[config.mk]
export PLATFORM = sky130hd
export DESIGN_NAME = node_mac_seq
export DESIGN_NICKNAME = d
export VERILOG_FILES = /design/src/rtl/node_mac_seq.sv
export SDC_FILE = /design/constraint.sdc
export NUM_CORES = 1
export LEC_CHECK = 0
export CAP_MARGIN = 10
export CELL_PAD_IN_SITES_DETAIL_PLACEMENT = 1
export CELL_PAD_IN_SITES_GLOBAL_PLACEMENT = 2
export CORE_MARGIN = 3
export CORE_UTILIZATION = 44
export CTS_CLUSTER_SIZE = 40
export DETAILED_ROUTE_END_ITERATION = 10
export GPL_ROUTABILITY_DRIVEN = 1
export HOLD_SLACK_MARGIN = 0.05
export PLACE_DENSITY = 0.83
export SYNTH_ARGS = -nofsm -noshare
export SYNTH_HDL_FRONTEND = slang
export SYNTH_SLANG_ARGS = --single-unit
[constraint.sdc]
create_clock -name clk -period 13.11 [get_ports clk]
set_input_delay 2.622 -clock clk [delete_from_list [all_inputs] [get_ports clk]]
set_output_delay 2.622 -clock clk [all_outputs]
set_load 0.005 [all_outputs]
[src/rtl/node_mac_seq.sv]
// Time-multiplexed neuron: bias + N_IN weight*activation MACs, round/shift, activation (ReLU when NODE_RELU_EN, else linear clamp).
// Latency: out_valid rises N_IN+1 edges after the accepting edge; one vector in flight, issue interval N_IN+3.
// Backpressure: result and out_valid held while out_ready=0; in_ready low outside IDLE; writes outside IDLE are dropped with w_err.
module node_mac_seq #(
  parameter int N_IN       = 10,
  parameter int DW         = 8,
  parameter int WW         = 8,
  parameter int BW         = 16,
  parameter int FRAC_SHIFT = 6,
  parameter int AW         = $clog2(N_IN + 1)
) (
  input  logic                 clk,
  input  logic                 reset,
  input  logic                 in_valid,
  output logic                 in_ready,
  input  logic [N_IN*DW-1:0]   in_data,
  input  logic                 w_wr_en,
  input  logic [AW-1:0]        w_wr_addr,
  input  logic [BW-1:0]        w_wr_data,
  output logic                 w_err,
  output logic                 out_valid,
  input  logic                 out_ready,
  output logic [DW-1:0]        out_data
);

  localparam int ACC_W = DW + WW + $clog2(N_IN) + 2;
  localparam int IW    = (N_IN > 1) ? $clog2(N_IN) : 1;
  localparam int PW    = DW + WW;

  localparam logic signed [ACC_W-1:0] RND     = ACC_W'(1) << (FRAC_SHIFT - 1);
  localparam logic signed [ACC_W-1:0] SAT_MAX = (ACC_W'(1) << (DW - 1)) - ACC_W'(1);
  localparam logic signed [ACC_W-1:0] SAT_MIN = ~SAT_MAX;

  typedef enum logic [1:0] {S_IDLE, S_MAC, S_ACT, S_OUT} state_t;

  state_t state, state_nxt;

  logic                    accept;
  logic                    mac_last;
  logic                    wr_ok;
  logic                    wr_drop;
  logic [IW-1:0]           idx;
  logic signed [DW-1:0]    act_q [N_IN];
  logic signed [WW-1:0]    wgt_q [N_IN];
  logic signed [BW-1:0]    bias_q;
  logic signed [ACC_W-1:0] acc;
  logic signed [PW-1:0]    prod;
  logic signed [ACC_W-1:0] prod_ext;
  logic signed [ACC_W-1:0] bias_ext;
  logic signed [ACC_W-1:0] rnd;
  logic [DW-1:0]           act_res;

  always_ff @(posedge clk or negedge reset) begin
    if (!reset) state <= S_IDLE;
    else        state <= state_nxt;
  end

  always_comb begin
    state_nxt = state;
    accept    = 1'b0;
    case (state)
      S_IDLE: begin
        accept = in_valid && in_ready;
        if (accept) state_nxt = S_MAC;
      end
      S_MAC:   if (mac_last) state_nxt = S_ACT;
      S_ACT:   state_nxt = S_OUT;
      S_OUT:   if (out_ready) state_nxt = S_IDLE;
      default: state_nxt = S_IDLE;
    endcase
  end

  assign mac_last = (idx == IW'(N_IN - 1));
  // Input acceptance takes priority over a coincident coefficient write.
  assign wr_ok    = w_wr_en && (state == S_IDLE) && !accept && (w_wr_addr <= AW'(N_IN));
  assign wr_drop  = w_wr_en && !wr_ok;

  // Registered so in_ready is low throughout reset and rises on the first clock in IDLE.
  always_ff @(posedge clk or negedge reset) begin
    if (!reset) in_ready <= 1'b0;
    else        in_ready <= (state_nxt == S_IDLE);
  end

  always_ff @(posedge clk or negedge reset) begin
    if (!reset) begin
      for (int i = 0; i < N_IN; i++) wgt_q[i] <= '0;
      bias_q <= '0;
      w_err  <= 1'b0;
    end else begin
      w_err <= wr_drop;
      if (wr_ok) begin
        if (w_wr_addr == AW'(N_IN)) bias_q <= w_wr_data;
        else                        wgt_q[w_wr_addr] <= w_wr_data[WW-1:0];
      end
    end
  end

  assign prod     = act_q[idx] * wgt_q[idx];
  assign prod_ext = {{(ACC_W-PW){prod[PW-1]}}, prod};
  assign bias_ext = {{(ACC_W-BW){bias_q[BW-1]}}, bias_q};
  assign rnd      = (acc + RND) >>> FRAC_SHIFT;

  always_comb begin
    act_res = rnd[DW-1:0];
`ifdef NODE_RELU_EN
    if (rnd[ACC_W-1])      act_res = '0;
    else if (rnd > SAT_MAX) act_res = SAT_MAX[DW-1:0];
`else
    if (rnd > SAT_MAX)      act_res = SAT_MAX[DW-1:0];
    else if (rnd < SAT_MIN) act_res = SAT_MIN[DW-1:0];
`endif
  end

  always_ff @(posedge clk or negedge reset) begin
    if (!reset) begin
      for (int i = 0; i < N_IN; i++) act_q[i] <= '0;
      acc       <= '0;
      idx       <= '0;
      out_valid <= 1'b0;
      out_data  <= '0;
    end else begin
      case (state)
        S_IDLE: if (accept) begin
          for (int i = 0; i < N_IN; i++) act_q[i] <= in_data[i*DW +: DW];
          acc <= bias_ext;
          idx <= '0;
        end
        S_MAC: begin
          acc <= acc + prod_ext;
          idx <= idx + IW'(1);
        end
        S_ACT: begin
          out_data  <= act_res;
          out_valid <= 1'b1;
        end
        S_OUT:   if (out_ready) out_valid <= 1'b0;
        default: ;
      endcase
    end
  end

endmodule

== Yosys cells after proc, flatten, opt, wreduce, memory -nomap -nowiden ==
Cells that the tools add are included.
Word-level totals
  flip-flop bits (word level): 215
  input bits: 105
  word-level logic and storage cells: 87
Cells by class
  $add $sub $neg: 3
  $mul: 1
  order comparisons: 6
  eq/ne operators: 7
  multiplexer cells: 22
  bitwise gates (word level): 3
  reduce and logical (&&, ||, !) cells: 17
Operator list (count)
  bitwise mux 80 bit: 1
  binary-select mux 8 bit (select 4 bit): 2
  two-way mux 8 bit: 7
  one-hot mux 22 bit (2 select lines): 1
  demux 8 bit (select 4 bit): 1
  adder 22 x 16 -> 22 bit: 1
  adder 22 x 7 -> 22 bit, second input constant: 1
  two-way mux 22 bit: 1
  > comparator 16 x 8 -> 1 bit, second input constant: 1
  less-than comparator 16 x 8 -> 1 bit, second input constant: 1
  multiplier 8 x 8 -> 16 bit: 1
  >= comparator 5 bit, second input constant: 2
  inverter 4 -> 5 bit: 2
  AND reduction 2 bit: 5
  == test 4 bit, second input constant: 2
  one-hot mux 2 bit (4 select lines): 1
  one-hot mux 4 bit (2 select lines): 1
  logical AND 1 bit: 6
  two-way mux 2 bit: 3
  less-than comparator 5 x 1 -> 1 bit, second input constant: 1
  adder 4 x 1 -> 4 bit, second input constant: 1
  == test 2 bit, second input constant: 2
  <= comparator 4 bit, second input constant: 1
  logical NOT 2 bit: 2
  other kinds (8): 12

== Logic depth before layout (Yosys ltp) ==
  depth after elaboration: 7
  gate-level depth with buffers: 25

== Worst setup path before layout ==
No wires, ideal clock.
  path kind: flip-flop to flip-flop
  start point: reg idx[1]
  end point: reg acc[17]
  library setup time: 0.126 ns
  data arrival time: 6.513 ns
  required time: 12.984 ns
  path slack: 6.471 ns
  cell stages (with the launch flop): 23
  buffers on the path: 2
  clock period less this slack: 6.639 ns
  cells stage by stage: dfrtp_1 -> buf_2 -> nor2_1 -> buf_2 -> a22oi_1 -> o21ai_1 -> inv_1 -> nor2_1 -> inv_1 -> fa_1 -> inv_1 -> fa_1 -> fa_1 -> fa_1 -> fa_1 -> ha_1 -> o21ai_0 -> o21bai_1 -> a211o_1 -> a31oi_1 -> o21ai_1 -> xnor2_1 -> a221o_1
On the way
  longest elaborated chain between the ends: 7
  elaborated cells between the ends (all ways): 10
  those cells by class: add/sub (1); mul (1); mux (7); bitwise (1)
RTL lines
  start: declaration: line 42  | logic [IW-1:0] idx;
  start signal: assignment: line 130  | idx <= idx + IW'(1);
  inverter 4 -> 5 bit (not written as such) (*): line 98  | assign prod = act_q[idx] * wgt_q[idx];
  binary-select mux 8 bit (select 4 bit): line 98
  two-way mux 8 bit (not written as such) (2 in series): line 98
  multiplier 8 x 8 -> 16 bit (*): line 98
  adder 22 x 16 -> 22 bit (*): line 129  | acc <= acc + prod_ext;
  one-hot mux 22 bit (2 select lines) (*): line 122  | case (state)
  end signal: assignment: line 125  | acc <= bias_ext;
  end signal: assignment: line 129
  end: declaration: line 46  | logic signed [ACC_W-1:0] acc;
Every way passes the cells marked *; elsewhere a longest branch is shown, timed or not. The select of a mux whose other input is x is not followed.
A chain may end at the register's enable or synchronous reset.

== Final worst setup path ==
  start point: reg idx[0]
  end point: reg acc[21]
Same word-level chain as after synthesis.

==> impl_metrics.yaml <==
logic_synthesis:
  syn_nets: 1356
  seq_area_frac_synth_pct: 39.02
  syn-instance-count: 1102
  synth.distinct_cells: 59
  synthArstFlopShare_pct: 100.0
  synth-seq-cells: 215
  syn_area_per_cell_um2: 12.51
  syn-cell-area_um2: 13790
  synth_flop_cell: "dfrtp_1"
  ys_warn_count: 0
  synth_edf_count: 0
critical_path:
  cp.required_ps: 13500
  crit_fanout: 53
  crit_path_start_kind: "register"
  cp-end-kind: "register"
  worstSetupPathType: "reg -> reg"
  arrival_ps: 7560
  r2r_cells: 20
floorplanning:
  initial_core_util_pct: 44.84
  dieArea_um2: 33490
  die_w_um: 183.0
  core_um2: 30750
  ios: 116
  die_h_um: 183.0
  row_count: 64
detailed_routing:
  final_antenna_net_count: 0
  wire_per_inst_um: 21.90
  routed_wl_um: 35480
  first_pass_iters: 4
  route.detailed.drc: 0
  vias: 8884
  drt_iter0_markers: 327
  via_per_inst: 5.484
sta:
  layout_min_cycle_time_ps: 7169
  hold_viol: 0
  max_freq_mhz: 139.5
  setup_viol: 0
  skew_ps: 11.88
  fin_crit_sh_pct: 54.68
  worst_slew_pin_slew_ps: 1142
  rsz0062_at_grt: "no"
  slew_headroom_pct: 23.86
  drv_slew: 0
  tns_ps: 0
global_routing:
  grt_max_degree: 88
  antenna_found_initial: 1
  grt-ovfl-total: 0
  grt_pass1_vias: 10129
  gr-usage-all-layers_pct: 21.65
  grt_pass1_wl_um: 56970
clock_tree:
  clk_pin_slew_ps: 60
  cts.htree.levels: 1
  numCtsBuffers: 26
  clock_sinks: 215
  postCtsSetupBuffers: 0
  clk_latency_ps: 550
  cts_hold_buf: 0
  cts_buffer_depth: 3
  cts_root_buffer: "clkbuf_16"
  cts_tree: "done"
  cts_resized: 0
run_status:
  status: "completed"
final_layout:
  synthToLayoutAreaGrowth_pct: 17.13
  drive_gt1_share_pct: 25.25
  nets: 1463
  multi_input_area_um2: 7794
  area.sequential_um2: 5381
  num-fill-cells: 3155
  num_antenna_cells: 0
placed_design:
  globalplace.congestion: 0.8116
  io_buffers: 115
  hpwlAfterDp_um: 26180
min_path:
  hold_class: "reg -> reg"
  hold_depth: 2
job:
  maxCapViolCount: 0
-- layout make-up --
type	instances	area share, %
clock inverter	6	0.6741
sequential	215	33.32
multi-input combinational	739	48.26
inverter	101	2.348
timing repair buffer	126	7.670
clock buffer	37	4.656
tap	396	3.068
-- worst max-delay path: stages (launching register included) --
cell	delay [ps]
dfrtp_2	340
buf_4	730
mux4_2	610
a22oi_1	280
a2bb2oi_2	380
nor2_1	120
fa_1	600
inv_1	150
fa_1	610
inv_1	200
fa_1	540
fa_1	490
ha_1	310
ha_1	360
a21oi_1	240
o21ai_0	140
a211o_1	300
a21oi_1	220
o31ai_1	130
xnor2_1	160
o21ai_0	90
-- per-layer routing --
layer  wire length, um  up-vias  GRT usage (%)
li1                  -     4012              -
met1             15860     4673          29.33
met2             17110      157          36.65
met3              1661       42          3.927
met4               845        0          5.058
met5                 0        -              0
-- sequential cells by signal, summed over array words and instances (netlist names) --
name and cells:
act_q 80, wgt_q 80, acc 22, bias_q 16
out_data 8, idx 4, state 2, in_ready 1
out_valid 1, w_err 1
-- synth_stat cells, types with 3 or more instances --
| cell type | number | share of area (%) |
|---|---|---|
| mux2_2 | 192 | 16 |
| a2bb2oi_2 | 9 | 0.98 |
| nor2_1 | 64 | 1.7 |
| and3_1 | 3 | 0.14 |
| nor2_2 | 4 | 0.18 |
| xnor2_1 | 19 | 1.2 |
| nand2b_1 | 15 | 0.68 |
| o211ai_1 | 8 | 0.44 |
| nor3_1 | 3 | 0.11 |
| o21bai_1 | 5 | 0.27 |
| clkbuf_1 | 19 | 0.52 |
| nand2_1 | 62 | 1.7 |
| a2bb2oi_4 | 3 | 0.57 |
| buf_6 | 4 | 0.33 |
| inv_1 | 99 | 2.7 |
| mux2i_1 | 5 | 0.36 |
| nor2b_1 | 11 | 0.50 |
| buf_4 | 4 | 0.22 |
| a31oi_1 | 5 | 0.23 |
| a21oi_1 | 27 | 0.98 |
| nand3_1 | 10 | 0.36 |
| a21o_1 | 5 | 0.27 |
| buf_2 | 18 | 0.65 |
| fa_1 | 96 | 14 |
| o21ai_0 | 22 | 0.80 |
| mux4_2 | 32 | 5.2 |
| a22oi_1 | 24 | 1.3 |
| ha_1 | 53 | 4.8 |
| or2_1 | 4 | 0.18 |
| mux2_1 | 4 | 0.33 |
| nand3_2 | 3 | 0.22 |
| dfrtp_1 | 215 | 39 |
| o21ai_1 | 7 | 0.25 |
| a22oi_2 | 3 | 0.27 |
| xor2_1 | 13 | 0.83 |
-- cells in the final DEF, fill, tap and decap left out, types with 26 or more instances in the layout --
| master | netlist | final |
|---|---|---|
| dfrtp_1 | 215 | 214 |
| nand2_1 | 62 | 62 |
| clkbuf_16 | 0 | 26 |
| fa_1 | 96 | 96 |
| nor2_1 | 64 | 64 |
| ha_1 | 53 | 53 |
| mux4_2 | 32 | 32 |
| clkdlybuf4s50_1 | 0 | 114 |
| mux2_2 | 192 | 192 |
| inv_1 | 99 | 99 |
| a21oi_1 | 27 | 27 |
-- through the flow --
stage	std cells	cell area (um^2)	util (%)	setup slack [ps]	hold WS [ps]
floorplan	1102	13790	-	6471	445.9
global placement	1577	15290	49.72	6043	460.2
detailed placement	1577	15290	49.72	5916	470.9
CTS	1620	16150	52.52	5907	485.0
finish	1620	16150	52.52	5941	483.8
global route	1620	16150	52.52	5434	511.4
-- cells by family (layout without fill, tap and decap cells) --
group                      Yosys count  in the layout  share of synthesized area, %
AOI/OAI and AO/OA                  132            132                         7.297
xor gates and xnor gates            32             32                         2.033
adders and majority gates          149            149                         18.75
buffers and inverters              148            270                         4.520
DFF                                215            215                         39.02
muxes                              233            233                         21.60
and+or+nand+nor                    193            193                         6.779
-- worst paths after layout --
kind	from	end	slack (ps)
hold reg to reg	acc[2]	acc[2]	480
setup reg to reg	idx[0]	acc[21]	5940
setup / recovery	idx[0]	acc[21]	5940
min in group asynchronous	reset	acc[0]	2050
hold / removal	acc[2]	acc[2]	480
max in group asynchronous	reset	act_q[8]	8870
Power is not shown: default switching activity piles up to over one toggle a cycle in this logic, so the estimate is an artifact.
